**src/rtl/adder8_seq_ctrl.sv**
```systemverilog
// Multi-precision add sequencer: one adder8 walks NBYTES bytes LSB-first, chaining carry in a register; optional subtract via ADD_SEQ_SUB_EN.
// Latency: accept edge, then NBYTES RUN cycles, then a one-cycle DONE; one op per NBYTES+2 cycles.
// Backpressure: ready is high only in IDLE; start outside IDLE is ignored, not queued.

module adder8 (
    input  logic [7:0] a,
    input  logic [7:0] b,
    input  logic       cin,
    output logic [7:0] sum,
    output logic       cout
);
    logic [8:0] w_full;

    // Plain 8-bit ripple add with carry in/out
    assign w_full = {1'b0, a} + {1'b0, b} + {8'b0, cin};
    assign sum    = w_full[7:0];
    assign cout   = w_full[8];
endmodule

module adder8_seq_ctrl #(
    parameter int NBYTES = 4
) (
    input  logic                clk,
    input  logic                rst_n,
    input  logic                start,
    input  logic [8*NBYTES-1:0] op_a,
    input  logic [8*NBYTES-1:0] op_b,
    input  logic                cin,
`ifdef ADD_SEQ_SUB_EN
    input  logic                sub,
`endif
    output logic                ready,
    output logic                busy,
    output logic                done,
    output logic [8*NBYTES-1:0] result,
    output logic                cout
);
    localparam int WIDTH = 8 * NBYTES;
    localparam int IDXW  = (NBYTES > 1) ? $clog2(NBYTES) : 1;
    localparam logic [IDXW-1:0] LAST_IDX = IDXW'(NBYTES - 1);

    localparam logic [1:0] S_IDLE = 2'd0;
    localparam logic [1:0] S_RUN  = 2'd1;
    localparam logic [1:0] S_DONE = 2'd2;

    logic [1:0]       r_state;
    logic [IDXW-1:0]  r_idx;
    logic             r_carry;
    logic [WIDTH-1:0] r_op_a;
    logic [WIDTH-1:0] r_op_b;
    logic [WIDTH-1:0] r_result;
    logic             r_cout;

    logic [WIDTH-1:0] w_op_b_in;
    logic             w_cin_in;
    logic [7:0]       w_a_byte;
    logic [7:0]       w_b_byte;
    logic [7:0]       w_sum;
    logic             w_cout;
    logic             w_accept;

    // Subtract is A + ~B + 1, so it only alters what is latched at accept
`ifdef ADD_SEQ_SUB_EN
    assign w_op_b_in = sub ? ~op_b : op_b;
    assign w_cin_in  = sub ? 1'b1 : cin;
`else
    assign w_op_b_in = op_b;
    assign w_cin_in  = cin;
`endif

    assign w_accept = (r_state == S_IDLE) && start;
    assign w_a_byte = r_op_a[8*r_idx +: 8];
    assign w_b_byte = r_op_b[8*r_idx +: 8];

    adder8 u_adder8 (
        .a    (w_a_byte),
        .b    (w_b_byte),
        .cin  (r_carry),
        .sum  (w_sum),
        .cout (w_cout)
    );

    // Sequencer: latch operands on accept, fold one byte per RUN cycle, pulse DONE
    always_ff @(posedge clk or negedge rst_n) begin
        if (!rst_n) begin
            r_state  <= S_IDLE;
            r_idx    <= '0;
            r_carry  <= 1'b0;
            r_op_a   <= '0;
            r_op_b   <= '0;
            r_result <= '0;
            r_cout   <= 1'b0;
        end else begin
            case (r_state)
                S_IDLE: begin
                    if (w_accept) begin
                        r_op_a  <= op_a;
                        r_op_b  <= w_op_b_in;
                        r_carry <= w_cin_in;
                        r_idx   <= '0;
                        r_state <= S_RUN;
                    end
                end
                S_RUN: begin
                    r_result[8*r_idx +: 8] <= w_sum;
                    r_carry                <= w_cout;
                    if (r_idx == LAST_IDX) begin
                        r_cout  <= w_cout;
                        r_idx   <= '0;
                        r_state <= S_DONE;
                    end else begin
                        r_idx <= r_idx + IDXW'(1);
                    end
                end
                S_DONE: begin
                    r_state <= S_IDLE;
                end
                default: begin
                    r_state <= S_IDLE;
                end
            endcase
        end
    end

    assign ready  = (r_state == S_IDLE);
    assign busy   = (r_state == S_RUN);
    assign done   = (r_state == S_DONE);
    assign result = r_result;
    assign cout   = r_cout;
endmodule
```
**config.mk**
```make
export PLATFORM = sky130hd
export DESIGN_NAME = adder8_seq_ctrl
export DESIGN_NICKNAME = d
export VERILOG_FILES = /design/src/rtl/adder8_seq_ctrl.sv
export SDC_FILE = /design/constraint.sdc
export NUM_CORES = 1
export LEC_CHECK = 0
export CORE_ASPECT_RATIO = 2
export CORE_MARGIN = 1
export CORE_UTILIZATION = 54
export DETAILED_ROUTE_END_ITERATION = 8
export PLACE_DENSITY = 0.84
export SLEW_MARGIN = 20
export SYNTH_ARGS = -nofsm -noshare
export SYNTH_HDL_FRONTEND = slang
export SYNTH_SLANG_ARGS = --single-unit
export TNS_END_PERCENT = 10
```
**constraint.sdc**
```tcl
create_clock -name clk -period 5.2 [get_ports clk]
set_clock_uncertainty 0.2 [all_clocks]
set_input_delay 1.3 -clock clk [delete_from_list [all_inputs] [get_ports clk]]
set_output_delay 1.3 -clock clk [all_outputs]
set_load 0.02 [all_outputs]
```
==> summary.txt <==
Critical path
  – Slowest cell on the critical path: mux4_2
  – Setup crit start kind: flip-flop
  – Setup crit end kind: flip-flop
  – CP max stage delay: a little over 600 ps
  – Data arrival, critical path: approximately 3500 ps
  – WP data required: roughly 5300 ps
  – Largest fanout on the critical path: 25
  – CP cell instances: buf_4 -> mux4_2 -> fa_1 -> inv_1 -> fa_1 -> nor2b_4 -> o2111ai_2 -> a31oi_1 -> a31oi_1 -> a22o_1
  – CP delay by family, top: compound AO/OA/AOI/OAI gates
  – Buf/Inv on CP: 2
  – Critical path type: flip-flop to flip-flop

Die
  – Core footprint: approximately 8400 um^2
  – Die area: approximately 9000 um^2
  – Ports: 104
  – Row cnt: 47
  – Starting Density: between 50% and 60%
  – Die height: between 100 and 150 um
  – Die X: roughly 68 um

Global route
  – First-pass GRT wire length: between 15 and 20 mm
  – GRT Resource Usage Total: about a quarter
  – GR Overflow Total: 0
  – Number of global-route vias before repair: 3711
  – Largest net degree at the start of global routing: 77
  – Antenna violations before repair: 0

Timing
  – Worst-Margin Slew: roughly 930 ps
  – Final setup fails: 0
  – Final WS setup: 1832 ps
  – RSZ-0062 raised after global routing: false
  – Peak Freq: slightly below 0.3 GHz
  – Slew Limit Fails: 0
  – Final count of hold timing violations: 0
  – Post-route minimum period: 3368 ps
  – Final hold slack: roughly 270 ps
  – Final worst-path cycle share: between 60% and 70%
  – TNS Setup: 0 ps
  – Max_slew headroom: a little under two fifths

Yosys
  – Mapped Area: ~4700 um^2
  – Mean Syn Cell Area: 10.08 um^2
  – Flops & latches, synth: 102
  – Synth Instances: around 460
  – Warnings, synthesis: 0
  – EDFF count, synth: 0
  – Yosys top cell area share: approximately 55%
  – Synth area leaders: dfrtp_1, nand2_1, mux4_2
  – Primary FF master, synth: dfrtp_1
  – Syn_nets: 546
  – Async set-reset flop share out of synthesis: 100.0%
  – Seq/Total Area, Yosys: 54.68%
  – Post-synth top area cell: dfrtp_1
  – Synth cell types: 37

Clocking
  – Root Driver: clkbuf_16
  – Worst-skew pair later-pin latency: around 350 ps
  – CTS buffer count: 9
  – Maximum buffer depth of the clock tree: 2
  – Post-CTS Setup Bufs: 0
  – Post-CTS Hold Buffers: 0
  – H-tree Lvls: 3
  – Sink Count: a little over 100
  – Clock transition at path regs: around 70 ps
  – CTS tree: built
  – Resized Gates After CTS: 0

Final layout
  – P&R area growth vs syn: 29.67%
  – Fillers: roughly 610
  – Area of the multi-input gates: a little under 2000 um^2
  – Final #Nets: approximately 640
  – Final instance area: 6053 um^2
  – ANT cells: 0
  – FF+latch area: approximately 2600 um^2
  – Most frequent cells in the layout: nand2_1, dfrtp_1, clkdlybuf4s50_1
  – Commonest non-fill, non-tap cell in the layout: nand2_1
  – Layout cells sized above 1: 9.027%

Placement
  – Buffers on Ports: 103
  – Post-place setup slack: between 1500 and 2000 ps
  – Placed Area: roughly 5700 um^2
  – GP Congestion: slightly below 0.8
  – Post-DP HPWL: 7.650 mm

Route
  – WL final: 10.58 mm
  – Via density: about 5.6
  – Via count: between 3k and 4k
  – Routed Antenna Nets: 0
  – Final routed DRC violation total: 0
  – Detailed Route Iter0 Violations: 276
  – Detailed Routing Iterations Pass 1: 4
  – Routed WL per cell: 15.95 um

Flow run
  – Max cap viols: 0

Status
  – Status: completed

Power
  – Leakage: 2.901 nW
  – Power per cell area: 704.7 nW/um^2
  – Final Power: roughly 4.3 mW
  – Maximum vdd ir drop: around 0.34 mV

Min path
  – Hold crit path type: flip-flop to flip-flop
## through the flow
stage	util, %	cells
final	72.49	663
after floorplan	-	463
after detailed placement	68.80	647
after global placement	68.80	647
after global routing	72.49	663
after CTS	72.42	663
## cells in the mapped netlist, types with 3 or more instances
| cell type | count |
|---|---|
| a21o_1 | 3 |
| a22o_1 | 20 |
| a31oi_1 | 3 |
| buf_2 | 11 |
| buf_4 | 3 |
| clkbuf_1 | 6 |
| dfrtp_1 | 102 |
| ha_1 | 13 |
| inv_1 | 8 |
| mux4_2 | 16 |
| nand2_1 | 210 |
| nand2_2 | 4 |
| nand4_1 | 4 |
| nor2_1 | 12 |
| nor2_4 | 3 |
| o21ai_0 | 13 |
| o21ai_1 | 3 |
## routing by layer
layer	part of all wire [%]	global-route usage (%)	wire, um	vias up
met1	36	30.37	3769	1824
li1	-	-	-	1722
met4	2.8	11.47	296	0
met3	3.6	5.137	382	26
met5	0	0	0	-
met2	58	46.37	6128	110
## registers in the layout (all words and copies together), names as in the netlist
register / cells
r_state: 2
r_carry: 1
cout: 1
r_idx: 2
result: 32
r_op_b: 32
r_op_a: 32
## final timing paths
path / cells after the start / to / slack, ps / startpoint
worst min register to register: 2 / r_op_b[19]$_DFFE_PN0P_ / 270 / r_op_b[19]$_DFFE_PN0P_
worst max register to register: 10 / result[22]$_DFFE_PN0P_ / 1830 / r_idx[0]$_DFFE_PN0P_
worst max-delay path: 10 / result[22]$_DFFE_PN0P_ / 1830 / r_idx[0]$_DFFE_PN0P_
min in group asynchronous: 1 / result[9]$_DFFE_PN0P_ / 890 / rst_n
worst min-delay path: 2 / r_op_b[19]$_DFFE_PN0P_ / 270 / r_op_b[19]$_DFFE_PN0P_
max in group asynchronous: 2 / r_op_a[1]$_DFFE_PN0P_ / 3000 / rst_n
## worst reg2reg max path: stages (launching register included)
cell and delay (ps):
dfrtp_1 340, buf_4 380, mux4_2 610, fa_1 480
inv_1 100, fa_1 270, nor2b_4 70, o2111ai_2 200
a31oi_1 130, a31oi_1 330, a22o_1 190
## report_power, final
| part | switching (mW) | internal [mW] |
|---|---|---|
| combinational | 1.34 | 0.920 |
| sequential | 0.194 | 1.14 |
| clock | 0.288 | 0.386 |
| total | 1.82 | 2.44 |
## area by class of cell
type / count / area share (%)
Tap cell: 98 / 2.026
Clock inverter: 5 / 0.9715
Sequential cell: 102 / 42.17
Timing Repair Buffer: 106 / 17.36
Inverter: 10 / 0.6201
Clock buffer: 11 / 4.010
Multi-Input combinational cell: 331 / 32.84
## kinds of logic after synthesis
logic type,Yosys count,synth area share (%)
and+or+nand+nor,241,21.04
DFF,102,54.68
adders and majority gates,15,4.342
xor gates and xnor gates,4,0.7506
AOI/OAI and AO/OA,55,8.523
buffers and inverters,30,2.948
muxes,16,7.719
No activity file was read; power rests on OpenSTA's default activity.
